[config.mk]
export PLATFORM = sky130hd
export DESIGN_NAME = ka60_seq_ctrl
export DESIGN_NICKNAME = d
export VERILOG_FILES = /design/src/rtl/ka60_seq_ctrl.sv
export SDC_FILE = /design/constraint.sdc
export NUM_CORES = 1
export LEC_CHECK = 0
export CAP_MARGIN = 20
export CORE_MARGIN = 4
export CORE_UTILIZATION = 50
export DETAILED_ROUTE_END_ITERATION = 10
export HOLD_SLACK_MARGIN = 0.12
export MAX_ROUTING_LAYER = met4
export PLACE_DENSITY = 0.79
export SLEW_MARGIN = 15
export SYNTH_ARGS = -nofsm -noshare
export SYNTH_HDL_FRONTEND = slang
export SYNTH_SLANG_ARGS = --single-unit
export TNS_END_PERCENT = 50
[constraint.sdc]
create_clock -name clk_i -period 5.6 [get_ports clk_i]
set_clock_uncertainty 0.2 [all_clocks]
set_input_delay 1.12 -clock clk_i [delete_from_list [all_inputs] [get_ports clk_i]]
set_output_delay 1.12 -clock clk_i [all_outputs]
set_load 0.01 [all_outputs]
[src/rtl/ka60_seq_ctrl.sv]
// ka60_seq_ctrl: sequential controller for a 60x60-bit carry-less (GF(2)[x]) multiply.
// It uses one shared external HW x HW combinational Karatsuba core. The three
// sub-products are issued on consecutive cycles: upper halves, lower halves, then the
// XOR-folded halves. Each product is captured and the result is assembled by XOR only.
//
// Ports:
//   clk_i        rising-edge clock
//   rst_i        synchronous reset, active-high
//   in_valid_i   operand pair valid
//   in_ready_o   controller can accept operands (IDLE only)
//   a_i, b_i     operands, 2*HW bits (bit i = coefficient of x^i)
//   out_valid_o  result valid (DONE only)
//   out_ready_i  consumer accepts the result
//   o_o          carry-less product, 4*HW-1 bits; held until the next result
//   busy_o       high in any state other than IDLE
//   mul_a_o      core operand A, HW bits
//   mul_b_o      core operand B, HW bits
//   mul_p_i      core product, 2*HW-1 bits, combinational from mul_a_o/mul_b_o
module ka60_seq_ctrl #(
   parameter int unsigned HW = 30
) (
   input  logic              clk_i,
   input  logic              rst_i,
   input  logic              in_valid_i,
   output logic              in_ready_o,
   input  logic [2*HW-1:0]   a_i,
   input  logic [2*HW-1:0]   b_i,
   output logic              out_valid_o,
   input  logic              out_ready_i,
   output logic [4*HW-2:0]   o_o,
   output logic              busy_o,
   output logic [HW-1:0]     mul_a_o,
   output logic [HW-1:0]     mul_b_o,
   input  logic [2*HW-2:0]   mul_p_i
);

   typedef enum logic [2:0] {
      StIdle = 3'd0,
      StHi   = 3'd1,
      StLo   = 3'd2,
      StMid  = 3'd3,
      StDone = 3'd4
   } state_e;

   state_e            state_q, state_d;
   logic [2*HW-1:0]   a_q, a_d;
   logic [2*HW-1:0]   b_q, b_d;
   logic [2*HW-2:0]   t1_q, t1_d;
   logic [2*HW-2:0]   t0_q, t0_d;
   logic [4*HW-2:0]   o_q, o_d;
   logic [2*HW-2:0]   mid_sum;

   // Middle Karatsuba term: T2 ^ T1 ^ T0, valid while the core sees the folded halves.
   assign mid_sum = t0_q ^ t1_q ^ mul_p_i;

   always_ff @(posedge clk_i) begin
      if (rst_i) begin
         state_q <= StIdle;
         a_q     <= '0;
         b_q     <= '0;
         t1_q    <= '0;
         t0_q    <= '0;
         o_q     <= '0;
      end else begin
         state_q <= state_d;
         a_q     <= a_d;
         b_q     <= b_d;
         t1_q    <= t1_d;
         t0_q    <= t0_d;
         o_q     <= o_d;
      end
   end

   always_comb begin
      state_d = state_q;
      a_d     = a_q;
      b_d     = b_q;
      t1_d    = t1_q;
      t0_d    = t0_q;
      o_d     = o_q;
      mul_a_o = '0;
      mul_b_o = '0;
      case (state_q)
         StIdle: begin
            if (in_valid_i) begin
               a_d     = a_i;
               b_d     = b_i;
               state_d = StHi;
            end
         end
         StHi: begin
            mul_a_o = a_q[2*HW-1:HW];
            mul_b_o = b_q[2*HW-1:HW];
            t1_d    = mul_p_i;
            state_d = StLo;
         end
         StLo: begin
            mul_a_o = a_q[HW-1:0];
            mul_b_o = b_q[HW-1:0];
            t0_d    = mul_p_i;
            state_d = StMid;
         end
         StMid: begin
            mul_a_o = a_q[2*HW-1:HW] ^ a_q[HW-1:0];
            mul_b_o = b_q[2*HW-1:HW] ^ b_q[HW-1:0];
            o_d     = {t1_q, {(2*HW){1'b0}}}
                    ^ {{HW{1'b0}}, mid_sum, {HW{1'b0}}}
                    ^ {{(2*HW){1'b0}}, t0_q};
            state_d = StDone;
         end
         StDone: begin
            if (out_ready_i) begin
               state_d = StIdle;
            end
         end
         // Unused encodings fall back to IDLE; out_valid is low there.
         default: state_d = StIdle;
      endcase
   end

   assign in_ready_o  = (state_q == StIdle);
   assign out_valid_o = (state_q == StDone);
   assign busy_o      = (state_q != StIdle);
   assign o_o         = o_q;

endmodule

Word level (Yosys, flattened, before mapping). Index checks and enable logic that the tools add are counted.

Flip-flop bits (word level): 360. Logic and storage cells: 27. Memories: 0. Latch bits: 0. Memory bits (read-only): 0. Output and inout port bits: 182. Bits in writable memories: 0.

Reductions and logical operators: 4. Bitwise operators: 6. Multipliers: 0. Add/subtract/negate cells: 0. Muxes and demuxes: 5. Divide/modulo/power cells: 0. $lt $le $gt $ge: 0. Shifts and indexed selects: 0. Equality and inequality tests: 6.

Operators by type and width (count): $pmux 30 s3 (2); $xor 119x59->119 (1); $xor 119x89->119 (1); $xor 59x59->59 (2); $xor 30x30->30 (2); $pmux 3 s5 (1); $eq 3x2->1 const B (2); $mux 3 (2); $reduce_and 2->1 (2); $eq 3x1->1 const B (1); $eq 3x3->1 const B (1); $logic_not 3->1 (1); $reduce_bool 3->1 (1); $ne 2x1->1 const B (1); $ne 2x2->1 const B (1).

Logic depth before layout (Yosys ltp).
Depth in word-level cells: 4. Depth in mapped cells: 7. Depth with buffers taken out: 3.

Least setup slack after synthesis. Ideal clock, no wire load.

Path type: reg2out. Start point: register state_q[1]. End point: output port mul_a_o[0]. Stages on the path, launching flop included: 7. Arrival: 1.366 ns. Buffers on the path: 3. Setup slack: 2.914 ns. Cells stage by stage: dfxtp_1 > buf_2 > clkbuf_1 > clkbuf_1 > nand2_1 > xnor2_1 > nor2_1.

Longest elaborated chain between the ends: 2. Elaborated cells on any way between the ends: 4. Classes of those cells: eq/ne: 3; mux: 1.

RTL lines: start, declared (line 45) `state_e state_q, state_d;`; start signal, assigned (line 58) `state_q <= StIdle;`; start signal, assigned (line 65) `state_q <= state_d;`; $eq 3x2->1 / $eq 3x1->1 (equally long branches) (line 83) `case (state_q)`; $pmux 30 s3 (*) (line 83); end, declared (line 32) `output logic [HW-1:0] mul_a_o,`.

Every way passes the cells marked *; elsewhere a longest branch is shown, timed or not.

Worst setup path after layout.
Start point: register state_q[0]. End point: output port mul_b_o[18].

Longest elaborated chain between the ends: 2. Elaborated cells on any way between the ends: 4. Classes of those cells: eq/ne: 3; mux: 1.

RTL lines: $eq 3x2->1 / $eq 3x1->1 (equally long branches) (line 83); $pmux 30 s3 (*) (line 83); end, declared (line 33) `output logic [HW-1:0] mul_b_o,`.

Marks and branches as above.

==> flow_metrics.env <==
export IMPL_status="finished, final reports clean"
export IMPL_drive_above_1_share_pct=3.998
export IMPL_wire_per_inst_um=16.45
export IMPL_num_fill_cells=2400
export IMPL_arrival_ns=2.84
export IMPL_post_route_drc_count=0
export IMPL_fin_tns_setup_ns=0
export IMPL_cts_buffer_depth=3
export IMPL_critPathMaxFanout=43
export IMPL_holdBufCountCts=0
export IMPL_p_leak_uw=0.006751
export IMPL_syn_inst=1919
export IMPL_slew_viol_final=0
export IMPL_worstHoldPathType="reg2reg"
export IMPL_critPathKind="reg2out"
export IMPL_ys_seq_area_share_pct=48.24
export IMPL_tightest_slew_ns=1.074
export IMPL_nNetsFinal=2381
export IMPL_syn_area_um2=14940
export IMPL_max_freq_mhz=240.2
export IMPL_cts_resized=0
export IMPL_internal_power_uw=4771
export IMPL_required_ns=4.28
export IMPL_layout_commonest_cell="nand2_1"
export IMPL_via_count=13553
export IMPL_postRouteAntennaNets=0
export IMPL_drtIter0Drc=1030
export IMPL_period_needed_ns=4.163
export IMPL_clockPowerShare_pct=40.8
export IMPL_cts_root_buffer="clkbuf_16"
export IMPL_num_rows=63
export IMPL_start_kind="register"
export IMPL_grt_usage_pct=25.60
export IMPL_grt_max_degree=160
export IMPL_yosys_warnings=0
export IMPL_routed_via_density=5.165
export IMPL_grt_first_pass_wirelength_um=67620
export IMPL_dieArea_um2=32710
export IMPL_final_cell_mix="nand2_1 (716), clkdlybuf4s50_1 (363), dfxtp_1 (357)"
export IMPL_dieHeight_um=180.9
export IMPL_syn_avg_cell_area_um2=7.786
export IMPL_seq_power_share_pct=44.1
export IMPL_routed_wl_um=43150
export IMPL_initial_core_util_pct=50.54
export IMPL_cts_sinks=360
export IMPL_rsz0062_at_grt="false"
export IMPL_pwr_share_comb_pct=15.1
export IMPL_area_growth_syn_to_layout_pct=33.25
export IMPL_period_share_pct=74.33
export IMPL_grt_ovfl_total=0
export IMPL_p_switching_uw=1671
export IMPL_yosys_register_bits=360
export IMPL_whs_ns=0.2545
export IMPL_clock_latency_ns=0.52
export IMPL_hold_violations=0
export IMPL_drtPass1Iterations=7
export IMPL_boundaryPins=365
export IMPL_cap_violations=0
export IMPL_place_hpwl_um=29020
export IMPL_cts_tree="built"
export IMPL_slew_headroom_pct=28.40
export IMPL_synth_cell_types=25
export IMPL_power_share_switching_pct=25.94
export IMPL_htree_levels=2
export IMPL_setup_violations=0
export IMPL_postCtsSetupBuffers=0
export IMPL_syn_nets=2102
export IMPL_numPortBuffers=364
export IMPL_first_global_vias=12881
export IMPL_clk_pin_slew_ns=0.06
export IMPL_powerDensity_nw_per_um2=323.6
export IMPL_fp_dieW_um=180.9
export IMPL_ir_drop_uv=202.5
export IMPL_core_area_um2=29560
export IMPL_place_congestion=0.9196
export IMPL_end_kind="primary output"
export IMPL_cts_buffers=38
export IMPL_antenna_found_initial=6
-- state kept, by name, summed over array words and instances, names as in the netlist --
name / count
a_q: 60
b_q: 60
o_o: 119
state_q: 3
t0_q: 59
t1_q: 59
-- metal layers --
metal / share of wire [%] / wire [µm] / track usage [%]
met5: 0 / 0 / -
met4: 2.9 / 1231 / 8.106
met3: 7.7 / 3337 / 6.563
met2: 49 / 21070 / 42.19
met1: 41 / 17510 / 30.90
-- metrics by stage --
stage / setup slack (ns) / cells / instance area, µm² / util, % / power [µW]
after global routing: 1.273 / 2622 / 19900 / 67.33 / 6709
final: 1.437 / 2624 / 19910 / 67.35 / 6442
after floorplan: 2.914 / 1919 / 14940 / - / 3493
after CTS: 1.436 / 2616 / 19890 / 67.28 / 6486
after detailed placement: 1.998 / 2548 / 18570 / 62.82 / 3866
after global placement: 2.051 / 2548 / 18570 / 62.82 / 3843
-- final timing paths --
path / endpoint / cells past startpoint / slack (ns) / from
worst max-delay path: mul_b_o[18] / 5 / 1.44 / state_q[0]$_SDFFE_PP0P_
worst min-delay path: b_q[31]$_SDFFE_PP0P_ / 2 / 0.25 / b_q[31]$_SDFFE_PP0P_
worst max register to register: o_o[48]$_SDFFE_PP0N_ / 5 / 2.34 / state_q[0]$_SDFFE_PP0P_
worst min register to register: b_q[31]$_SDFFE_PP0P_ / 2 / 0.25 / b_q[31]$_SDFFE_PP0P_
-- worst max-delay path: stages, from the launching register on --
cell             delay (ns)
dfxtp_2                0.89
buf_4                  0.46
nand2_1                0.13
xnor2_1                0.14
nor2_1                 0.12
clkdlybuf4s50_1        0.57
-- area by class of cell --
| cell class | instances | area, µm² | area share, % |
|---|---|---|---|
| flip-flops and latches | 360 | 7211 | 36.22 |
| multi-input cells | 1415 | 7047 | 35.40 |
| repair buffers | 382 | 3821 | 19.19 |
| clock buffers | 54 | 1091 | 5.481 |
| well taps | 390 | 488.0 | 2.451 |
| clock inverters | 14 | 226.5 | 1.138 |
| diodes | 8 | 20.02 | 0.1006 |
| inverters | 1 | 3.754 | 0.01885 |
-- cells in the mapped netlist --
master | n | area [µm²]
nor3_1 | 1 | 5.000
nor2_1 | 119 | 446.7
xnor2_1 | 207 | 1813
o31ai_1 | 1 | 7.510
dfxtp_1 | 360 | 7207
or3_1 | 1 | 6.260
nor3b_1 | 1 | 7.510
nor3b_2 | 2 | 25.02
buf_1 | 5 | 18.77
nand3b_1 | 2 | 15.01
clkbuf_1 | 82 | 307.8
nand2_1 | 716 | 2688
nand2b_1 | 1 | 6.260
nor4b_2 | 1 | 15.01
or4b_4 | 1 | 13.76
a211oi_1 | 58 | 435.4
buf_6 | 11 | 123.9
a21oi_1 | 299 | 1496
nor4_1 | 1 | 6.260
inv_1 | 1 | 3.750
buf_4 | 13 | 97.59
or3b_1 | 2 | 17.52
buf_2 | 32 | 160.2
and3b_1 | 1 | 8.760
xor2_1 | 1 | 8.760
-- cell families (layout without fill, tap and decap cells) --
kind of cell | count (synthesis) | after routing | share of synthesized area (%)
simple gates | 849 | 849 | 21.82
flops | 360 | 360 | 48.24
compound gates | 358 | 358 | 12.98
xor+xnor | 208 | 208 | 12.19
buf+inv | 144 | 451 | 4.765
other cells | 0 | 8 | 0
-- power groups by stage --
stage                     Clock (µW)  Combinational (µW)  Sequential (µW)
after floorplan                    0                 639             2850
after global placement             0                 953             2890
after detailed placement           0                 970             2900
after CTS                       2670                 977             2840
after global routing            2780                1070             2860
final                           2630                 973             2840
Note: power is estimated with default switching activity, not from simulation.
